`src/rtl/seq_mult_param.sv`:
```
// Parametrised sequential shift-add multiplier with runtime signed/unsigned mode.
// Signed operands are reduced to magnitudes, multiplied, then the sign is reapplied on completion.
module seq_mult_param #(
   parameter int  DW         = 8,
   parameter int  EARLY_EXIT = 1,
   localparam int D2W        = 2 * DW
) (
   input  logic           clk,
   input  logic           rst,
   input  logic           start,
   input  logic           signed_mode,
   input  logic [DW-1:0]  multiplicand,
   input  logic [DW-1:0]  multiplier,
   output logic [D2W-1:0] product,
   output logic           ready,
   output logic           done
);

   localparam int             CW      = (DW > 2) ? $clog2(DW) : 1;
   localparam logic           EE_ON   = (EARLY_EXIT != 0);
   localparam logic [DW-1:0]  ZERO_DW = {DW{1'b0}};
   localparam logic [DW-1:0]  ONE_DW  = {{(DW-1){1'b0}}, 1'b1};
   localparam logic [D2W-1:0] ZERO_PW = {D2W{1'b0}};
   localparam logic [D2W-1:0] ONE_PW  = {{(D2W-1){1'b0}}, 1'b1};
   localparam logic [CW-1:0]  LAST_CNT = CW'(DW - 1);
   localparam logic [CW-1:0]  ONE_CNT  = {{(CW-1){1'b0}}, 1'b1};

   typedef enum logic [1:0] {
      IDLE      = 2'd0,
      INIT      = 2'd1,
      ADD_SHIFT = 2'd2,
      DONE      = 2'd3
   } state_t;

   // The most negative input maps to 2^(DW-1), which still fits in DW unsigned bits.
   function automatic logic [DW-1:0] magnitude(input logic [DW-1:0] x, input logic is_signed);
      logic [DW-1:0] m;
      if (is_signed && x[DW-1]) begin
         m = ~x + ONE_DW;
      end else begin
         m = x;
      end
      return m;
   endfunction

   state_t         state_r, state_s;
   logic [DW-1:0]  op_a_r, op_b_r;
   logic           smode_r;
   logic [D2W-1:0] mcand_r;
   logic [DW-1:0]  mlr_r;
   logic [D2W-1:0] acc_r;
   logic [CW-1:0]  cnt_r;
   logic           sign_r;
   logic [D2W-1:0] product_r;
   logic           ready_r, done_r;

   logic [DW-1:0]  mag_a_s, mag_b_s;
   logic [D2W-1:0] acc_sum_s, result_s;
   logic [DW-1:0]  mlr_rest_s;
   logic           last_iter_s;

   // Datapath arithmetic for the current iteration and the final signed result.
   always_comb begin
      mag_a_s     = magnitude(op_a_r, smode_r);
      mag_b_s     = magnitude(op_b_r, smode_r);
      mlr_rest_s  = mlr_r >> 1;
      if (mlr_r[0]) begin
         acc_sum_s = acc_r + mcand_r;
      end else begin
         acc_sum_s = acc_r;
      end
      if (sign_r) begin
         result_s = ~acc_sum_s + ONE_PW;
      end else begin
         result_s = acc_sum_s;
      end
      last_iter_s = (cnt_r == LAST_CNT) || (EE_ON && (mlr_rest_s == ZERO_DW));
   end

   // Next-state logic.
   always_comb begin
      state_s = state_r;
      case (state_r)
         IDLE: begin
            if (start) begin
               state_s = INIT;
            end else begin
               state_s = IDLE;
            end
         end
         INIT: begin
            if (EE_ON && (mag_b_s == ZERO_DW)) begin
               state_s = DONE;
            end else begin
               state_s = ADD_SHIFT;
            end
         end
         ADD_SHIFT: begin
            if (last_iter_s) begin
               state_s = DONE;
            end else begin
               state_s = ADD_SHIFT;
            end
         end
         DONE:    state_s = IDLE;
         default: state_s = IDLE;
      endcase
   end

   // State register with handshake outputs registered from the next state.
   always_ff @(posedge clk or negedge rst) begin
      if (!rst) begin
         state_r <= IDLE;
         ready_r <= 1'b1;
         done_r  <= 1'b0;
      end else begin
         state_r <= state_s;
         ready_r <= (state_s == IDLE);
         done_r  <= (state_s == DONE);
      end
   end

   // Operand capture, shift-add iteration and product update on DONE entry.
   always_ff @(posedge clk or negedge rst) begin
      if (!rst) begin
         op_a_r    <= ZERO_DW;
         op_b_r    <= ZERO_DW;
         smode_r   <= 1'b0;
         mcand_r   <= ZERO_PW;
         mlr_r     <= ZERO_DW;
         acc_r     <= ZERO_PW;
         cnt_r     <= {CW{1'b0}};
         sign_r    <= 1'b0;
         product_r <= ZERO_PW;
      end else begin
         case (state_r)
            IDLE: begin
               if (start) begin
                  op_a_r  <= multiplicand;
                  op_b_r  <= multiplier;
                  smode_r <= signed_mode;
               end
            end
            INIT: begin
               mcand_r <= {ZERO_DW, mag_a_s};
               mlr_r   <= mag_b_s;
               acc_r   <= ZERO_PW;
               cnt_r   <= {CW{1'b0}};
               sign_r  <= smode_r & (op_a_r[DW-1] ^ op_b_r[DW-1]);
               // Early exit straight from INIT: the accumulator is zero, so the product is zero.
               if (state_s == DONE) begin
                  product_r <= ZERO_PW;
               end
            end
            ADD_SHIFT: begin
               acc_r   <= acc_sum_s;
               mcand_r <= mcand_r << 1;
               mlr_r   <= mlr_rest_s;
               cnt_r   <= cnt_r + ONE_CNT;
               if (last_iter_s) begin
                  product_r <= result_s;
               end
            end
            DONE: begin
               cnt_r <= cnt_r;
            end
            default: begin
               cnt_r <= {CW{1'b0}};
            end
         endcase
      end
   end

   assign product = product_r;
   assign ready   = ready_r;
   assign done    = done_r;

endmodule
```
`config.mk`:
```
export PLATFORM = sky130hd
export DESIGN_NAME = seq_mult_param
export DESIGN_NICKNAME = d
export VERILOG_FILES = /design/src/rtl/seq_mult_param.sv
export SDC_FILE = /design/constraint.sdc
export NUM_CORES = 1
export LEC_CHECK = 0
export BUFFER_PORTS_ARGS = -buffer_cell sky130_fd_sc_hd__buf_2
export CELL_PAD_IN_SITES_DETAIL_PLACEMENT = 1
export CELL_PAD_IN_SITES_GLOBAL_PLACEMENT = 2
export CORE_ASPECT_RATIO = 2
export CORE_MARGIN = 2
export CORE_UTILIZATION = 31
export CTS_BUF_LIST = sky130_fd_sc_hd__clkbuf_4 sky130_fd_sc_hd__clkbuf_8 sky130_fd_sc_hd__clkbuf_16
export CTS_CLUSTER_DIAMETER = 100
export DETAILED_ROUTE_END_ITERATION = 10
export HOLD_SLACK_MARGIN = 0.06
export PLACE_DENSITY = 0.72
export SYNTH_ARGS = -nofsm -noshare
export SYNTH_HDL_FRONTEND = slang
export SYNTH_SLANG_ARGS = --single-unit
```
`constraint.sdc`:
```
create_clock -name clk -period 3 [get_ports clk]
set_input_delay 0.3 -clock clk [delete_from_list [all_inputs] [get_ports clk]]
set_output_delay 0.3 -clock clk [all_outputs]
set_load 0.01 [all_outputs]
```
== After elaboration in Yosys (flattened, before gate mapping) ==
Cells that the tools add are included.

* Reduce and logical (&&, ||, !) cells: 10
* Equal/unequal tests: 7
* Div/mod/pow operators: 0
* Multipliers: 0
* Mux-type cells: 15
* Order comparisons: 0
* $add $sub $neg: 5
* Shift operators: 0
* Bitwise logic cells: 5

{| class="wikitable"
|+ Operator list
! kind !! count
|-
| $pmux 16 s2 || 3
|-
| $mux 16 || 4
|-
| $add 16x1->16 const B || 1
|-
| $add 16x16->16 || 1
|-
| $add 8x1->8 const B || 2
|-
| $logic_not 8->1 || 2
|-
| $mux 8 || 2
|-
| $not 16->16 || 1
|-
| $not 8->8 || 2
|-
| $pmux 8 s2 || 1
|-
| $pmux 2 s4 || 1
|-
| $eq 2x2->1 const B || 3
|-
| $pmux 3 s2 || 1
|-
| $logic_not 2->1 || 2
|-
| $ne 2x2->1 const B || 2
|-
| $add 3x1->3 const B || 1
|-
| $eq 3x3->1 const B || 1
|-
| $mux 1 || 3
|-
| $reduce_and 3->1 || 1
|-
| $eq 2x1->1 const B || 1
|-
| $logic_and 1x1->1 || 2
|-
| $reduce_and 2->1 || 1
|-
| $reduce_bool 2->1 || 1
|-
| $and 1x1->1 || 1
|-
| other kinds (2) || 2
|}

* Bits in latches: 0
* Output and inout port bits: 18
* Logic and storage cells: 54
* Register bits after elaboration: 81
* Memory bits (writable): 0
* Memory bits (read-only): 0
* Memories: 0
* Bits of input ports: 20

== Depth between registers and ports, before layout ==
Gate-level depths: netlist (run 1).

* Depth after elaboration: 9
* Mapped depth: 12
* Gate-level depth less buffers: 11

== Least setup slack after synthesis (run 1) ==
No wires, ideal clock.

* Path type: register to register
* Start point: reg mcand_r[0]
* End point: reg product_r[14], in the netlist product[14]
* Path slack: 22 ps
* Stages on the path, launching flop included: 12
* Arrival: 2,886 ps
* Library setup time: 92 ps
* Buffers on the path: 0
* Required time: 2,908 ps
* Period minus slack after synthesis: 2,978 ps
* Path through: dfrtp_1 ha_1 fa_1 a21o_1 a41oi_2 a21oi_1 or3_1 a31o_4 nor4b_4 a41oi_1 xor2_1 o31ai_2

* Word-level cells in the longest chain between the ends: 7

{| class="wikitable"
|+ RTL lines
! what !! line !! source
|-
| start, declared || 49 || <nowiki>logic [D2W-1:0] mcand_r;</nowiki>
|-
| start signal, assigned || 145 || <nowiki>mcand_r <= {ZERO_DW, mag_a_s};</nowiki>
|-
| start signal, assigned || 157 || <nowiki>mcand_r <= mcand_r << 1;</nowiki>
|-
| $add 16x16->16 (*) || 68 || <nowiki>acc_sum_s = acc_r + mcand_r;</nowiki>
|-
| $mux 16 (*) || 67 || <nowiki>if (mlr_r[0]) begin</nowiki>
|-
| $not 16->16 || 73 || <nowiki>result_s = ~acc_sum_s + ONE_PW;</nowiki>
|-
| $add 16x1->16 || 73 ||
|-
| $mux 16 (*) || 72 || <nowiki>if (sign_r) begin</nowiki>
|-
| $mux 16 (*) || 160 || <nowiki>if (last_iter_s) begin</nowiki>
|-
| $pmux 16 s2 (*) || 136 || <nowiki>case (state_r)</nowiki>
|-
| end signal, assigned || 161 || <nowiki>product_r <= result_s;</nowiki>
|-
| end, declared || 54 || <nowiki>logic [D2W-1:0] product_r;</nowiki>
|}

Every way passes the cells marked *; elsewhere a longest branch is shown, timed or not. The select of a mux whose other input is x is not followed.
A chain may end at the register's enable or synchronous reset.

== Worst setup path after layout (run 1) ==
* Start point: reg mcand_r[0]
* End point: reg product_r[15], in the netlist product[15]

Same word-level chain as after synthesis.

==> results.md, run 1 <==
- Critical path class: reg2reg
- Final Setup Violations: 0
- Total power: 7.184 mW
- Fin crit share: 0.9779
- First drt pass iteration count: 4
- WHS: 0.1905 ns
- Net Count, Synth: 562
- Clock sink count: 81
- Critical path fanouts, max: 4
- Tmin final: 2.934 ns
- Vias per cell: 5.048
- Leak: 2.682 nW
- Die X: 92.77 um
- Critical path launch point type: register
- Fin. Hold Viols: 0
- Total grt overflow: 0
- Cell Area, Synth: 4886 um^2
- Flops & latches, synth: 81
- Clk root buf: clkbuf_16
- Hpwl dp: 9490 um
- Die Area: 16840 um^2
- Total track usage: 0.1658
- Antenna Cells: 0
- Wirelength, routed: 13060 um
- # DRC: 0
- CTS tree: done
- Syn avg cell area: 9.469 um^2
- CP arrival: 3.18 ns
- Initial Utilization: 0.3129
- Synth unique cells: 59
- MaxCap Viol Count: 0
- Clock latency on the worst-skew pair: 0.34 ns
- Gpl congestion: 0.8128
- First-pass GRT wire length: 22500 um
- Port bufs: 37
- Pin slew with the least headroom to its limit: 0.7749 ns
- Area leader, netlist: dfrtp_1
- Main flop type after synthesis: dfrtp_1
- Setup Skew: 0.008829 ns
- Antenna violations before repair: 0
- Synth top area cells: dfrtp_1, mux2_2, ha_1, o21ai_0, xnor2_1
- Async set-reset flop share out of synthesis: 1.000
- Worst-case clock buffer depth: 2
- Max-slew violations: 0
- Ys Warns: 0
- Max_slew headroom: 0.4821
- WL per Instance: 16.53 um
- EDFF count, synth: 0
- Fillcell total: 1828
- Tightest Hold Check Type: in2reg
- Layout cell share with drive strength beyond 1: 0.2649
- FP Rows: 65
- Vias: 3988
- Die H: 181.5 um
- RSZ-0062 raised after global routing: true
- Power per cell area: 1207 nW/um^2
- Core area: 15620 um^2
- TritonCTS Buffers: 9
- Sequential element share of the synthesized area: 0.4151
- Largest net degree at the start of global routing: 46
- Register area: 2031 um^2
- Ports: 38
- Status: finished, final reports clean
- Layout area overhead: 21.82%
- Vias in the first global route: 4325
- ANT nets after route: 0
- Clk pin slew, worst setup/hold paths: 0.07 ns
- Achievable Freq: 0.3409 GHz
- Util after Layout: 0.3812
- Initial DRC count: 141
- Synth top area share: 0.4097
- Fin nets: 630
- Cells after Synth: 516
- Htree depth: 3
- Peak supply drop: 0.5725 mV
- Critical Path RT: 3.25 ns
- Area of the multi-input gates: 2714 um^2
- Crit end category: register
-- what timing repair did --
item / 4_1_cts / 5_1_grt
endpoints found under the setup margin: 4 / 9
pin swaps: 5 / 10
hold endpoints to repair: 42 / 0
gates resized for setup: 3 / 17
setup buffers: 0 / 2
hold buffers: 1 / 0
-- worst paths after layout --
| path | start | to | slack [ns] | cells after the start |
|---|---|---|---|---|
| max | mcand_r[0]$_DFFE_PN0P_ | product[15]$_DFFE_PN0P_ | 0.07 | 11 |
| min | multiplier[2] | op_b_r[2]$_DFFE_PN0P_ | 0.19 | 2 |
| max reg2reg | mcand_r[0]$_DFFE_PN0P_ | product[15]$_DFFE_PN0P_ | 0.07 | 11 |
| min reg2reg | product[5]$_DFFE_PN0P_ | product[5]$_DFFE_PN0P_ | 0.49 | 2 |
| max in group asynchronous | rst | acc_r[2]$_DFFE_PN0P_ | 1.71 | 3 |
| min in group asynchronous | rst | mcand_r[14]$_DFFE_PN0P_ | 0.52 | 2 |
-- placed cells by master (no fill, tap or decap), drive strengths merged, types with 11 or more instances in the layout --
cell   netlist  final
nor2        26     26
ha          25     25
buf          8     78
a21oi       27     27
xor2        11     11
xnor2       22     22
nand2       46     46
mux2i       13     13
o21ai       48     48
o22ai       11     11
nand3       28     28
mux2        31     31
inv         39     40
dfrtp       80     80
-- cells by family after synthesis --
family          Yosys count  synth area share
buf+inv                  62           0.04840
compound gates          131            0.1693
fa+ha+maj                26           0.06812
flops                    81            0.4151
xor+xnor                 33           0.05915
mux                      44           0.09962
simple gates            139            0.1403
-- critical path: stages (launching register included) --
cell and delay, ns:
dfrtp_1 0.38, ha_2 0.21, fa_2 0.35, a21o_1 0.21, a41oi_2 0.20, a21oi_1 0.11
or3_1 0.33, a31o_4 0.25, nor4b_4 0.29, and4_1 0.26, a21oi_1 0.07, o211ai_1 0.19
-- power breakdown --
group	leakage (nW)	switching, mW	internal, mW	total, mW
registers	1.04	0.397	1.51	1.91
logic	1.50	2.31	1.84	4.15
clock network	0.142	0.470	0.658	1.13
total	2.68	3.18	4.01	7.18
-- cell usage after synthesis, types with 2 or more instances --
library cell	number
a211oi_1	5
a21o_1	3
a21oi_1	27
a31o_2	2
a31oi_1	4
a41oi_1	2
and2_1	2
and3_1	4
and4_1	2
buf_1	5
buf_2	3
clkbuf_1	14
dfrtp_1	80
ha_1	25
inv_1	39
mux2_2	31
mux2i_1	11
mux2i_2	2
nand2_1	46
nand2b_1	7
nand3_1	28
nand4_1	3
nand4b_1	2
nor2_1	26
nor2b_1	2
nor3_1	6
o211ai_1	5
o21a_1	3
o21ai_0	42
o21ai_1	6
o21bai_1	2
o22ai_1	11
o31ai_1	7
or3_1	3
xnor2_1	22
xor2_1	11
-- per-stage QoR --
stage,std cells,cell area (um^2),TNS [ns],setup slack (ns)
2_1_floorplan,516,4886,0,0.02233
3_3_place_gp,771,5534,-0.06734,-0.04228
3_5_place_dp,771,5534,-0.2409,-0.1120
4_1_cts,788,5854,0,0.00005218
5_1_grt,790,5952,-0.5493,-0.1608
6_report,790,5952,0,0.06639
-- state kept, by name, summed over array words and instances (netlist names) --
name and cells:
op_b_r 8, mcand_r 16, product 16, ready 1, acc_r 16, cnt_r 3
smode_r 1, mlr_r 8, done 1, state_r 2, op_a_r 8, sign_r 1
-- area by class of cell --
class / instances / area share
Sequential cell: 81 / 0.3412
Inverter: 40 / 0.02523
Timing Repair Buffer: 79 / 0.08493
Clock buffer: 10 / 0.03910
Tap cell: 201 / 0.04225
Clock inverter: 6 / 0.01135
Multi-Input combinational cell: 373 / 0.4560
-- layer usage --
metal / vias to the layer above / GRT usage / share of wire
met5: - / 0 / 0
met4: 0 / 0.04294 / 0.011
met3: 9 / 0.02739 / 0.023
met2: 45 / 0.2684 / 0.48
met1: 1969 / 0.2298 / 0.48
li1: 1965 / - / -
Note: power is estimated with default switching activity, not from simulation.
==> run 2, diff against run 1 <==
--- a/config.mk
+++ b/config.mk
@@ -5,6 +5,7 @@
 export SDC_FILE = /design/constraint.sdc
 export NUM_CORES = 1
 export LEC_CHECK = 0
+export ABC_AREA = 1
 export BUFFER_PORTS_ARGS = -buffer_cell sky130_fd_sc_hd__buf_2
 export CELL_PAD_IN_SITES_DETAIL_PLACEMENT = 1
 export CELL_PAD_IN_SITES_GLOBAL_PLACEMENT = 2
@@ -15,7 +16,7 @@
 export CTS_CLUSTER_DIAMETER = 100
 export DETAILED_ROUTE_END_ITERATION = 10
 export HOLD_SLACK_MARGIN = 0.06
-export PLACE_DENSITY = 0.72
+export PLACE_DENSITY = 0.78
 export SYNTH_ARGS = -nofsm -noshare
 export SYNTH_HDL_FRONTEND = slang
 export SYNTH_SLANG_ARGS = --single-unit
==> run 2 against run 1 <==
  * Routed wire length rose by 21%
  * Highest routed layer unchanged
  * Via count is 18% higher
  * Cell area down 1.2%
  * Largest power group unchanged
  * Sequential share of layout area increased by 0.38 points
==> results.md, run 2 <==
- Status: finished, final reports clean
- Leak: 3.111 nW
- Sequential element share of the synthesized area: 0.3973
- ANT nets after route: 0
- Area leader, netlist: dfrtp_1
- Port bufs: 37
- Worst Path Buf+Inv: 0
- Synth top area cells: dfrtp_1, nand2_1, inv_1, ha_1, nand3_1
- Critical path launch point type: register
- # DRC: 0
- RSZ-0062 raised after global routing: false
- Core area: 16190 um^2
- Fin. Hold Viols: 0
- Reg2reg end: product[14]$_DFFE_PN0P_
- Most common cell after layout, fill and taps aside: nand2_1
- Final Setup Violations: 0
- Die Area: 17570 um^2
- Ys Warns: 0
- First drt pass iteration count: 4
- Hpwl dp: 12530 um
- Most frequent CP cell: nand2_1
- Ports: 38
- Depth of the most critical reg-to-reg path: 14
- Power per cell area: 1197 nW/um^2
- Commonest cells in the netlist: nand2_1, inv_1, dfrtp_1
- Net Count, Synth: 740
- Die H: 185.5 um
- WL per Instance: 16.68 um
- Reg2Reg Setup Slack: 0.25 ns
- Total grt overflow: 0
- Critical path fanouts, max: 5
- Vias per cell: 4.968
- Antenna Cells: 0
- Clock latency on the worst-skew pair: 0.34 ns
- Htree depth: 3
- Main flop type after synthesis: dfrtp_1
- Initial Utilization: 0.3154
- CP Cell Sequence: ha_1 > nand2_1 > nor2_1 > nand3_1 > nand4_1 > nand3_1 > nand2_2 > nand2_1 > nor2_4 > nand2_1 > nand2_1 > nand2_1 > nand3_1 > nand2_1
- Slowest CP cell: dfrtp_1
- CTS tree: done
- Async set-reset flop share out of synthesis: 1.000
- Critical path class: reg2reg
- Tightest Hold Check Type: in2async
- FP Rows: 66
- Setup tns final: 0 ns
- Worst-case clock buffer depth: 2
- Layout cell share with drive strength beyond 1: 0.1365
- Pin slew with the least headroom to its limit: 0.7792 ns
- Initial DRC count: 119
- CP arrival: 2.99 ns
- EDFF count, synth: 0
- Cell Area, Synth: 5105 um^2
- Vias: 4690
- Achievable Freq: 0.3632 GHz
- Clk pin slew, worst setup/hold paths: 0.06 ns
- Peak supply drop: 0.5293 mV
- Vias in the first global route: 5195
- Antenna violations before repair: 0
- Cells resized by post-CTS repair: 0
- Synth top area share: 0.3922
- Post-CTS Setup Inserts: 0
- Setup Skew: 0.008634 ns
- MaxCap Viol Count: 0
- CP max stage delay: 0.43 ns
- Largest net degree at the start of global routing: 58
- Cells after Synth: 694
- WHS: 0.02730 ns
- Commonest non-fill, non-tap cells in the layout: nand2_1, inv_1, dfrtp_1
- Gpl congestion: 0.8997
- Top delay family on crit path: simple AND/OR/NAND/NOR gates
- Flops & latches, synth: 81
- Fin nets: 781
- Tmin final: 2.753 ns
- Reg2reg start: acc_r[8]$_DFFE_PN0P_
- Syn avg cell area: 7.356 um^2
- First-pass GRT wire length: 25560 um
- Layout area overhead: 15.17%
- Most common cell in the synthesized netlist: nand2_1
- Wirelength, routed: 15750 um
- Clock sink count: 81
- Crit end category: register
- Total track usage: 0.1922
- Max_slew headroom: 0.4805
- Synth unique cells: 41
- Fin crit share: 0.9178
- Clk root buf: clkbuf_16
- TritonCTS Buffers: 9
- Max-slew violations: 0
- Hold buffer count at cts: 0
- Critical Path RT: 3.23 ns
- Die X: 94.74 um
run 2: worst max-delay path by stage:
stage	start	endpoint	slack [ns]	cells past startpoint
floorplan	mcand_r[0]$_DFFE_PN0P_	product[10]$_DFFE_PN0P_	0.68	16
global placement	acc_r[8]$_DFFE_PN0P_	product[10]$_DFFE_PN0P_	0.27	13
detailed placement	acc_r[8]$_DFFE_PN0P_	product[14]$_DFFE_PN0P_	0.27	14
CTS	acc_r[8]$_DFFE_PN0P_	product[14]$_DFFE_PN0P_	0.26	14
global route	mcand_r[0]$_DFFE_PN0P_	product[15]$_DFFE_PN0P_	0.07	18
finish	acc_r[8]$_DFFE_PN0P_	product[14]$_DFFE_PN0P_	0.25	14
run 2: report_power, final:
group / switching, mW / total, mW / leakage, nW / internal (mW)
Combinational: 2.69 / 3.99 / 1.92 / 1.30
Sequential: 0.305 / 1.81 / 1.03 / 1.51
Clock: 0.479 / 1.24 / 0.164 / 0.757
Total: 3.47 / 7.04 / 3.11 / 3.57
run 2: layer usage:
layer,routed length (um),GRT usage,vias up
met5,0,0,-
met4,1041,0.1206,0
met3,276,0.02308,50
met2,9354,0.3864,68
met1,5075,0.1712,2281
li1,-,-,2291
run 2: stage by stage:
| step | area, um^2 | cells | util | power (mW) | worst slack, ns |
|---|---|---|---|---|---|
| CTS | 5879 | 944 | 0.3633 | 7.140 | 0.2589 |
| global route | 5879 | 944 | 0.3633 | 7.683 | 0.07092 |
| global placement | 5550 | 928 | 0.3429 | 5.751 | 0.2742 |
| finish | 5879 | 944 | 0.3633 | 7.038 | 0.2465 |
| detailed placement | 5550 | 928 | 0.3429 | 5.874 | 0.2743 |
| floorplan | 5105 | 694 | - | 4.645 | 0.6844 |
run 2: kinds of logic (layout without fill, tap and decap cells):
family,after synthesis,count (layout),synth area share
flops,81,81,0.3973
fa+ha+maj,26,26,0.06520
buf+inv,129,175,0.09926
mux,2,2,0.004411
simple gates,346,346,0.2951
xor+xnor,19,19,0.03260
compound gates,91,91,0.1061
run 2: cell type report:
| class | instances | area [um^2] |
|---|---|---|
| Clock buffer | 10 | 239.0 |
| Clock inverter | 6 | 90.09 |
| Fill cell | 2080 | 10310 |
| Inverter | 109 | 411.6 |
| Multi-Input combinational cell | 484 | 2570 |
| Sequential cell | 81 | 2028 |
| Tap cell | 204 | 255.2 |
| Timing Repair Buffer | 50 | 285.3 |
==> run 3, diff against run 2 <==
--- a/config.mk
+++ b/config.mk
@@ -15,7 +15,7 @@
 export CTS_BUF_LIST = sky130_fd_sc_hd__clkbuf_4 sky130_fd_sc_hd__clkbuf_8 sky130_fd_sc_hd__clkbuf_16
 export CTS_CLUSTER_DIAMETER = 100
 export DETAILED_ROUTE_END_ITERATION = 10
-export HOLD_SLACK_MARGIN = 0.06
+export HOLD_SLACK_MARGIN = 0.15
 export PLACE_DENSITY = 0.78
 export SYNTH_ARGS = -nofsm -noshare
 export SYNTH_HDL_FRONTEND = slang
==> constraint.sdc (replaced) <==
create_clock -name clk -period 2.4 [get_ports clk]
set_input_delay 0.24 -clock clk [delete_from_list [all_inputs] [get_ports clk]]
set_output_delay 0.24 -clock clk [all_outputs]
set_load 0.01 [all_outputs]
==> run 3 against run 2 <==
  * The flow now finishes with violations (setup timing)
  * Largest cell class unchanged
  * Worst setup slack got worse by 0.27 ns
  * Sequential share of layout area decreased by 3.3 points
  * Register-to-register slack got worse by 0.27 ns
  * Global-route usage increased by 0.55 points
==> results.md, run 3 (synthesized netlist as in run 2, its figures left out) <==
- Status: finished, violations left
- Failing checks: setup timing
- Leak: 3.341 nW
- Dpl ws: -0.1343 ns
- Crit end category: register
- Most common cell after layout, fill and taps aside: nand2_1
- Worst Path Buf+Inv: 2
- Fin nets: 829
- Vias in the first global route: 5377
- Reg2reg start: mcand_r[0]$_DFFE_PN0P_
- Die X: 94.74 um
- Clock sink count: 81
- RSZ-0062 raised after global routing: true
- Die Area: 17570 um^2
- Ports: 38
- Total power: 9.877 mW
- Initial DRC count: 134
- Hold Startpoint: multiplier[3]
- Vias: 4899
- Post-Layout Inst Area: 6511 um^2
- Wirelength, routed: 16250 um
- ANT nets after route: 0
- CTS tree: done
- CP Cell Sequence: ha_4 > fa_2 > nand2_2 > o21ai_2 > inv_1 > ha_2 > inv_2 > nor2_2 > nand2_2 > nor2_4 > nand3_4 > nor2_4 > nor2_2 > xor2_1 > nand2_1 > nand2_1
- Power per cell area: 1517 nW/um^2
- Worst-case clock buffer depth: 2
- Tightest Hold Check Type: in2reg
- Total grt overflow: 0
- Fillcell total: 2056
- Max-slew violations: 0
- First-pass GRT wire length: 26360 um
- Fin. Hold Viols: 0
- Final WS setup: -0.02107 ns
- Achievable Freq: 0.4130 GHz
- FP Rows: 66
- Gpl congestion: 0.8786
- Critical path startpoint: mcand_r[0]$_DFFE_PN0P_
- Layout area overhead: 27.55%
- Htree depth: 3
- Antenna Cells: 0
- CP arrival: 2.67 ns
- Tmin final: 2.421 ns
- Peak supply drop: 0.7340 mV
- MaxCap Viol Count: 0
- Area of the multi-input gates: 2799 um^2
- Commonest non-fill, non-tap cells in the layout: nand2_1, inv_1, dfrtp_1
- TritonCTS Buffers: 9
- Total track usage: 0.1976
- # DRC: 0
- Critical path launch point type: register
- Clk root buf: clkbuf_16
- Core area: 16190 um^2
- Top delay family on crit path: simple AND/OR/NAND/NOR gates
- Critical path class: reg2reg
- Max_slew headroom: 0.5821
- Port bufs: 37
- Critical path fanouts, max: 3
- Vias per cell: 4.939
- First drt pass iteration count: 4
- Placed Cells: 951
- Antenna violations before repair: 0
- Layout cell share with drive strength beyond 1: 0.2208
- Register area: 2028 um^2
- WL per Instance: 16.38 um
- Critical Path RT: 2.65 ns
- Die H: 185.5 um
- Final Setup Violations: 3
- Clock latency on the worst-skew pair: 0.35 ns
- Fin cells: 992
- Placed instance area: 5748 um^2
- Setup Skew: 0.01133 ns
- Fin crit share: 1.009
- Slowest CP cell: dfrtp_1
- Hpwl dp: 12680 um
- Clk pin slew, worst setup/hold paths: 0.07 ns
- Pin slew with the least headroom to its limit: 0.6269 ns
- Largest net degree at the start of global routing: 47
- CP max stage delay: 0.42 ns
- Initial Utilization: 0.3154
-- run 3: area by class of cell --
type                            instances  area share
Tap cell                              204     0.03920
Inverter                              109     0.06360
Clock inverter                          7     0.01191
Clock buffer                            9     0.03459
Sequential cell                        81      0.3115
Timing Repair Buffer                   98      0.1093
Multi-Input combinational cell        484      0.4299
-- run 3: stage by stage --
step | utilization | hold WS, ns | TNS, ns
3_5_place_dp | 0.3551 | 0.3011 | -0.9102
2_1_floorplan | - | -0.05559 | 0
5_1_grt | 0.4023 | 0.1606 | -1.125
6_report | 0.4023 | 0.1488 | -0.03674
4_1_cts | 0.3871 | 0.1503 | -0.1900
3_3_place_gp | 0.3551 | 0.2926 | -0.1286
-- run 3: layer usage --
metal / wire (um) / global-route usage / up-vias / share of wire
li1: - / - / 2399 / -
met1: 5184 / 0.1751 / 2391 / 0.32
met2: 10020 / 0.4014 / 64 / 0.62
met3: 243 / 0.02672 / 45 / 0.015
met4: 799 / 0.1136 / 0 / 0.049
met5: 0 / 0 / - / 0
-- run 3: final timing paths --
kind | end | slack (ns) | cells after the start
max | product[10]$_DFFE_PN0P_ | -0.02 | 16
min | op_b_r[3]$_DFFE_PN0P_ | 0.15 | 3
max reg2reg | product[10]$_DFFE_PN0P_ | -0.02 | 16
min reg2reg | product[5]$_DFFE_PN0P_ | 0.49 | 2
max in group asynchronous | acc_r[11]$_DFFE_PN0P_ | 1.30 | 3
min in group asynchronous | state_r[0]$_DFF_PN0_ | 0.44 | 2
-- run 3: report_power, final --
group | total (mW) | leakage [nW] | internal, mW | switching (mW)
Clock | 1.44 | 0.146 | 0.816 | 0.623
Sequential | 2.28 | 1.03 | 1.88 | 0.396
Combinational | 6.16 | 2.17 | 2.38 | 3.78
-- run 3: tightest hold or removal path, cell delays in order --
cell and delay [ns]:
buf_2 0.08, nor2_1 0.03, a21oi_1 0.10
-- run 3: repair_timing --
item / 4_1_cts / 5_1_grt
pin swaps: 4 / 12
endpoints found under the hold margin: 58 / 0
hold buffers: 15 / 0
gates resized for setup: 11 / 45
endpoints found under the setup margin: 9 / 17
setup buffers: 3 / 7
